$ cat src/rtl/rr_arbiter8_if.sv
// Request/grant bundle between the requesters and the round-robin arbiter.
//   req       : request vector, bit i is requester i
//   done      : release from the current grant holder
//   gnt       : one-hot (or zero) grant vector
//   gnt_valid : high exactly when gnt is non-zero
//   timeout   : single-cycle pulse on a hold-timer forced release
interface rr_arbiter8_if;
  logic [7:0] req;
  logic       done;
  logic [7:0] gnt;
  logic       gnt_valid;
  logic       timeout;

  // Requester side
  modport master (
    output req,
    output done,
    input  gnt,
    input  gnt_valid,
    input  timeout
  );

  // Arbiter side
  modport slave (
    input  req,
    input  done,
    output gnt,
    output gnt_valid,
    output timeout
  );
endinterface

$ cat src/rtl/rr_arbiter8.sv
// Eight-requester round-robin arbiter with registered one-hot grant and an
// optional hold timer that force-releases a holder that never signals done.
//   MAX_HOLD : maximum grant length in cycles (0..255), 0 disables the timer
//   clk      : rising-edge clock
//   rst_n    : asynchronous active-low reset
//   bus      : rr_arbiter8_if.slave (req/done in, gnt/gnt_valid/timeout out)
module rr_arbiter8 #(
  parameter int unsigned MAX_HOLD = 16
) (
  input  logic          clk,
  input  logic          rst_n,
  rr_arbiter8_if.slave  bus
);

  localparam int unsigned N_REQ   = 8;
  localparam int unsigned IDX_W   = 3;
  localparam int unsigned CNT_W   = 8;
  localparam bit          HOLD_EN = (MAX_HOLD != 0);
  // Only meaningful when HOLD_EN; the truncation for MAX_HOLD = 0 is unused.
  localparam logic [CNT_W-1:0] HOLD_LAST = CNT_W'(MAX_HOLD - 1);

  typedef enum logic {
    IDLE  = 1'b0,
    GRANT = 1'b1
  } state_t;

  state_t             state_q,  state_d;
  logic [IDX_W-1:0]   ptr_q,    ptr_d;
  logic [IDX_W-1:0]   owner_q,  owner_d;
  logic [CNT_W-1:0]   cnt_q,    cnt_d;
  logic [N_REQ-1:0]   gnt_q,    gnt_d;
  logic               gv_q,     gv_d;
  logic               to_q,     to_d;

  logic [2*N_REQ-1:0] req_dbl;
  logic [N_REQ-1:0]   req_rot;
  logic [IDX_W-1:0]   off;
  logic [IDX_W-1:0]   sel;

  // Rotate req so that bit ptr lands at position 0, then pick the lowest set bit.
  always_comb begin
    req_dbl = {bus.req, bus.req} >> ptr_q;
    req_rot = req_dbl[N_REQ-1:0];
    off     = '0;
    for (int i = N_REQ - 1; i >= 0; i--) begin
      if (req_rot[i]) off = IDX_W'(i);
    end
    sel = ptr_q + off;
  end

  // State and output registers
  always_ff @(posedge clk or negedge rst_n) begin
    if (!rst_n) begin
      state_q <= IDLE;
      ptr_q   <= '0;
      owner_q <= '0;
      cnt_q   <= '0;
      gnt_q   <= '0;
      gv_q    <= 1'b0;
      to_q    <= 1'b0;
    end else begin
      state_q <= state_d;
      ptr_q   <= ptr_d;
      owner_q <= owner_d;
      cnt_q   <= cnt_d;
      gnt_q   <= gnt_d;
      gv_q    <= gv_d;
      to_q    <= to_d;
    end
  end

  // Next-state and next-output logic
  always_comb begin
    state_d = state_q;
    ptr_d   = ptr_q;
    owner_d = owner_q;
    cnt_d   = cnt_q;
    gnt_d   = gnt_q;
    gv_d    = gv_q;
    to_d    = 1'b0;

    unique case (state_q)
      IDLE: begin
        if (bus.req != '0) begin
          owner_d = sel;
          gnt_d   = N_REQ'(1) << sel;
          gv_d    = 1'b1;
          cnt_d   = '0;
          state_d = GRANT;
        end
      end

      GRANT: begin
        if (bus.done || (HOLD_EN && (cnt_q == HOLD_LAST))) begin
          // A simultaneous done wins, so the timeout pulse is suppressed.
          to_d    = !bus.done;
          gnt_d   = '0;
          gv_d    = 1'b0;
          ptr_d   = owner_q + IDX_W'(1);
          state_d = IDLE;
        end else begin
          cnt_d = cnt_q + CNT_W'(1);
        end
      end

      default: begin
        state_d = IDLE;
      end
    endcase
  end

  assign bus.gnt       = gnt_q;
  assign bus.gnt_valid = gv_q;
  assign bus.timeout   = to_q;

endmodule

$ cat src/flat_wrapper.sv
// flat-port wrapper written by rule: the top's interface ports become plain ports
module rr_arbiter8_flat 
#(
  parameter int unsigned MAX_HOLD = 16
)
  (clk, rst_n, bus_req, bus_done, bus_gnt, bus_gnt_valid, bus_timeout);
  rr_arbiter8_if bus_i ();
  input  logic clk;
  input  logic rst_n;
  input wire logic [$bits(bus_i.req)-1:0] bus_req;
  input wire logic [$bits(bus_i.done)-1:0] bus_done;
  output wire logic [$bits(bus_i.gnt)-1:0] bus_gnt;
  output wire logic [$bits(bus_i.gnt_valid)-1:0] bus_gnt_valid;
  output wire logic [$bits(bus_i.timeout)-1:0] bus_timeout;
  assign bus_i.req = bus_req;
  assign bus_i.done = bus_done;
  assign bus_gnt = bus_i.gnt;
  assign bus_gnt_valid = bus_i.gnt_valid;
  assign bus_timeout = bus_i.timeout;
  rr_arbiter8 #(.MAX_HOLD(MAX_HOLD)) u_core (.clk(clk), .rst_n(rst_n), .bus(bus_i));
endmodule
$ cat config.mk
export PLATFORM = sky130hd
export DESIGN_NAME = rr_arbiter8_flat
export DESIGN_NICKNAME = d
export VERILOG_FILES = /design/src/rtl/rr_arbiter8_if.sv /design/src/rtl/rr_arbiter8.sv /design/src/flat_wrapper.sv
export SDC_FILE = /design/constraint.sdc
export NUM_CORES = 1
export LEC_CHECK = 0
export CORE_MARGIN = 2
export CORE_UTILIZATION = 56
export DETAILED_ROUTE_END_ITERATION = 8
export HOLD_SLACK_MARGIN = 0.02
export PLACE_DENSITY = 0.86
export SYNTH_ARGS = -nofsm -noshare
export SYNTH_HDL_FRONTEND = slang
export SYNTH_SLANG_ARGS = --single-unit
$ cat constraint.sdc
create_clock -name clk -period 4.2 [get_ports clk]
set_input_delay 0.84 -clock clk [delete_from_list [all_inputs] [get_ports clk]]
set_output_delay 0.84 -clock clk [all_outputs]
set_load 0.02 [all_outputs]
==> results.cfg, run 1 <==
[outcome]
outcome = complete, no violations

[final_layout]
multi_input_area_um2 = 1070
post-route-util = 0.6702
n_antenna_cell = 0
fillers = 252
syn2layout_area_growth_pct = 15.12
nets = 229
layoutNonFillerInstCount = 257
layout-drive-gt1-share = 0.08451
register_area_um2 = 625.6
fin_area_um2 = 2029

[floorplanning]
ios = 21
rows = 20
die_height_um = 60.11
die_area_um2 = 3613
start_util = 0.5822
die_width_um = 60.11
core_um2 = 3028

[critical_path]
cp_slowest_cell = clkdlybuf4s50_1
crit_chain = clkdlybuf4s50_1 -> inv_1 -> o21a_1 -> mux4_2 -> o221ai_1 -> nand2_1 -> ha_1 -> inv_1 -> fa_1 -> nand3b_1 -> a2111oi_0 -> nand2b_1
start_kind = input port
crit_required_ns = 4.47
worstRegToRegCells = 10
r2r_slack_ns = 0.64
r2r_end = u_core.bus.gnt[3]
cp.arrival_ns = 4.10
path_max_fanout = 6
crit-reg2reg-launch = u_core.ptr_q[0]
crit_type = input port to flop
path_common_cell = inv_1
max_stage_delay_ns = 0.58
crit_path_end_kind = flop

[logic_synthesis]
synth_top_area_frac = 0.3549
synth_warnings = 0
synth_edf_count = 0
synth_seq_area_share = 0.3549
netlist_top_cells_area = dfrtp_1, mux4_2, nand2_1
syn_area_per_cell_um2 = 9.087
syn_nets = 209
synth_cell_type_count = 53
yosys-top-cells-count = dfrtp_1, nand2_1, nor2_1
async_reset_ff_frac = 1.000
synth-seq-cells = 25
synth_most_common_cell = dfrtp_1
syn_inst = 194
ys.flop_type = dfrtp_1
yosysTopAreaCell = dfrtp_1
synthesis.area_um2 = 1763

[route]
wire_per_inst_um = 15.47
drt_pre_antenna_iters = 5
ant_nets = 0
viasPerCell = 6.183
vias = 1589
drc = 0
drt_iter0_drc = 103
totalWireLength_mm = 3.976

[sta]
finClkSkew_ns = 0.01631
hold_viol_final = 0
grt_setup_unrepaired = no
post-route-period-util = 0.9107
worst_slack_ns = 0.3751
setup_violations = 0
drv_slew = 0
clock.fmax_mhz = 261.4
worst_pin_slew_ns = 1.074
timing.slew.headroom = 0.2817
post-route-min-period_ns = 3.825
timing.hold.ws_ns = 0.5035
tns_ns = 0

[clock_network]
cts-root-buf = clkbuf_4
post_cts_resized = 0
htree_levels = 1
clock-sinks = 25
clk_pin_slew_worst_paths_ns = 0.15
cts_buffer_depth = 2
cts_tree = built
post_cts_buffers = 0
clkLatencyLatePin_ns = 0.32
numCtsBuffers = 3
ctsHoldBuffers = 0

[power_and_ir_drop]
p_leak_nw = 0.8231
power.density_nw_per_um2 = 604.2
peakVddDrop_v = 0.0003513
power_mw = 1.226

[run]
drv_cap = 0

[global_route]
grt_usage = 0.2362
grt_pass1_vias = 1558
grt_overflow = 0
grt_pass1_wl_mm = 6.555
grt_max_degree = 26
antenna_found_initial = 0

[placed_design]
gp_congestion = 0.8964
placed_cell_area_um2 = 1999
dp.cells = 253
port_buffers = 20
dpl_worst_slack_ns = 0.09429
dp_hpwl_mm = 3.101

[worst_hold_path]
min_path_cells = 2
hp-start = u_core.bus.gnt[7]
hold_end = u_core.bus.gnt[7]
hp-class = flop to flop
## critical path, delay by kind of cell
family,cells,cell delay (ns)
buffers and inverters,3,0.78
adder cells (fa/ha/maj),2,0.64
AND/OR/NAND/NOR,3,0.49
multiplexers,1,0.48
AO/OA/AOI/OAI,3,0.86
## sequential cells by signal (all words and copies together) (netlist names)
name,cells
u_core.bus.gnt,8
u_core.bus.timeout,1
u_core.ptr_q,3
u_core.bus.gnt_valid,1
u_core.owner_q,3
u_core.state_q,1
u_core.cnt_q,8
## per-layer routing
metal  part of all wire  GRT usage
met2               0.53     0.4410
met1               0.43     0.2834
met3              0.040    0.02381
met5                  0          0
met4             0.0086    0.06667
## how the worst max path moves through the flow
| stage | slack, ns | from | depth (start not counted) | to |
|---|---|---|---|---|
| final | 0.38 | bus_req[3] | 12 | u_core.bus.gnt[3] |
| after global routing | 0.17 | bus_req[2] | 12 | u_core.bus.gnt[2] |
| after CTS | 0.44 | bus_req[3] | 13 | u_core.bus.gnt[2] |
| after detailed placement | 0.09 | bus_req[3] | 13 | u_core.bus.gnt[2] |
| after global placement | 0.24 | bus_req[2] | 11 | u_core.bus.gnt[2] |
| after floorplan | 0.95 | bus_req[3] | 11 | u_core.bus.gnt[2] |
## kinds of logic after synthesis
kind of cell / after synthesis / share of synthesized area
adders and majority gates: 4 / 0.03265
buffers and inverters: 16 / 0.03832
muxes: 5 / 0.05749
DFF: 25 / 0.3549
AOI/OAI and AO/OA: 54 / 0.2378
and+or+nand+nor: 83 / 0.2442
xor gates and xnor gates: 7 / 0.03478
## placed cells by master (no fill, tap or decap), types with 2 or more instances in the layout
cell and instances:
clkbuf_4 3, nand4_1 4, xor2_1 5, clkdlybuf4s50_1 20
nand2_1 24, nand3b_1 3, nor3_1 2, o21ai_0 7
dfrtp_1 25, nor2b_1 2, o21ai_1 2, and3_1 3
nand2b_1 6, buf_4 2, a222oi_1 4, o21a_1 2
inv_1 9, xnor2_1 2, mux4_2 4, nor2_1 18
a21oi_1 15, a2111oi_0 3, o221ai_1 3, ha_1 3
o31ai_1 6, or3_1 3, nand3_1 8
## power by group
group / internal [mW] / total [mW] / switching [mW]
logic: 0.288 / 0.697 / 0.409
clock network: 0.0363 / 0.108 / 0.0721
registers: 0.309 / 0.421 / 0.111
## cell type report
type / instances / area share
Clock buffer: 3 / 0.01110
Clock inverter: 1 / 0.003699
Inverter: 9 / 0.01665
Multi-Input combinational cell: 153 / 0.5271
Sequential cell: 25 / 0.3083
Tap cell: 44 / 0.02713
Timing Repair Buffer: 22 / 0.1060
No activity file was read; power rests on OpenSTA's default activity.
==> run 2: changes to the inputs <==
SKIP_LAST_GASP = 1   (was not set)
==> results of run 2 <==
Same layout as run 1: the final DEF is identical, and so are final timing and power.
==> run 3: changes to the inputs <==
REMOVE_ABC_BUFFERS = 1   (was not set)
clock period = 4.18 ns   (was 4.2 ns; I/O delays follow)
==> results.cfg, run 3 (synthesis gave the netlist of run 1 again) <==
[power_and_ir_drop]
peakVddDrop_v = 0.0003100
power.density_nw_per_um2 = 609.3
power_mw = 1.239
p_leak_nw = 0.8284

[critical_path]
crit_required_ns = 4.45
cp.arrival_ns = 4.03
crit_type = input port to flop
crit_path_end_kind = flop
cp-startpoint = bus_req[2]
start_kind = input port
crit-reg2reg-launch = u_core.ptr_q[0]
path_max_fanout = 8

[final_layout]
final_cell_mix = dfrtp_1, nand2_1, clkdlybuf4s50_1
layoutNonFillerInstCount = 258
layout-drive-gt1-share = 0.08411
n_antenna_cell = 0
nets = 230
mostFrequentLayoutCell = dfrtp_1
syn2layout_area_growth_pct = 15.33

[run]
drv_cap = 0

[global_route]
grt_pass1_vias = 1560
grt_max_degree = 26
antenna_found_initial = 0
grt_usage = 0.2558
grt_pass1_wl_mm = 6.920
grt_overflow = 0

[floorplanning]
start_util = 0.5822
core_um2 = 3028
die_width_um = 60.11
rows = 20
die_area_um2 = 3613
die_height_um = 60.11
ios = 21

[sta]
worst_pin_slew_ns = 1.101
setup_violations = 0
finClkSkew_ns = 0.007305
grt_setup_unrepaired = no
post-route-min-period_ns = 3.766
timing.slew.headroom = 0.2634
tns_ns = 0
post-route-period-util = 0.9010
hold_viol_final = 0
drv_slew = 0
clock.fmax_mhz = 265.5

[clock_network]
post_cts_buffers = 0
cts-root-buf = clkbuf_4
numCtsBuffers = 3
clkLatencyLatePin_ns = 0.32
cts_tree = built
ctsHoldBuffers = 0
clock-sinks = 25
post_cts_resized = 0
clk_pin_slew_worst_paths_ns = 0.14
cts_buffer_depth = 2
htree_levels = 1

[route]
wire_per_inst_um = 15.81
met3WireLength_um = 141
top_layer_used = met4
drt_iter0_drc = 129
drc = 0
dr_wl_met2_mm = 2.154
wl_met1_mm = 1.668
viasPerCell = 6.264
drt_pre_antenna_iters = 4
vias = 1616
totalWireLength_mm = 4.079
ant_nets = 0

[placed_design]
dp.cells = 254
gp_congestion = 0.9544
dp_hpwl_mm = 3.119
port_buffers = 20

[worst_hold_path]
hp-start = u_core.bus.gnt[4]
hp-class = flop to flop

[outcome]
outcome = complete, no violations
==> run 3: changes by cell type in the layout (fill, tap and decap cells not counted), sizes merged <==
cell and change:
buf +1, clkbuf +1, clkinvlp -1
==> run 3: stage by stage <==
step	util	hold slack (ns)	area, µm²	worst slack (ns)
floorplan	-	0.4538	1729	0.9346
global placement	0.6628	0.4584	2007	0.1759
detailed placement	0.6628	0.4789	2007	0.1025
CTS	0.6715	0.5090	2033	0.4385
global route	0.6715	0.5386	2033	0.1648
finish	0.6715	0.5068	2033	0.4138
==> run 3: cell type report <==
cell class	instances	area, µm²
fill	255	994.7
clock buffer	4	26.28
tap	44	55.05
sequential	25	625.6
inverter	9	33.78
multi-input combinational	153	1070
timing repair buffer	23	222.7
==> run 3: final timing paths <==
| check | cells after the start | slack, ns | to |
|---|---|---|---|
| worst max-delay path | 11 | 0.41 | u_core.bus.gnt[2] |
| worst min-delay path | 2 | 0.51 | u_core.bus.gnt[4] |
| worst max register to register | 10 | 0.68 | u_core.bus.gnt[2] |
| worst min register to register | 2 | 0.51 | u_core.bus.gnt[4] |
| max in group asynchronous | 1 | 2.43 | u_core.cnt_q[3] |
| min in group asynchronous | 1 | 1.09 | u_core.cnt_q[7] |
==> run 3: where the power goes <==
group | switching [mW] | internal, mW | leakage [nW]
clock | 0.0723 | 0.0373 | 0.0150
combinational | 0.413 | 0.295 | 0.487
sequential | 0.110 | 0.311 | 0.327
total | 0.595 | 0.644 | 0.828
==> run 3: worst max-delay path: stages <==
cell and delay (ns):
clkdlybuf4s50_1 0.56, or2b_1 0.28, nor3b_1 0.43, nor3_1 0.10
a31oi_1 0.17, o221ai_1 0.14, a21oi_1 0.19, fa_1 0.49
or3_1 0.46, a2111oi_4 0.21, nand2b_1 0.15
==> run 3: routing by layer <==
layer | track usage | vias up
met5 | 0 | -
met2 | 0.4689 | 51
li1 | - | 768
met4 | 0.1143 | 0
met1 | 0.2920 | 784
met3 | 0.03247 | 13
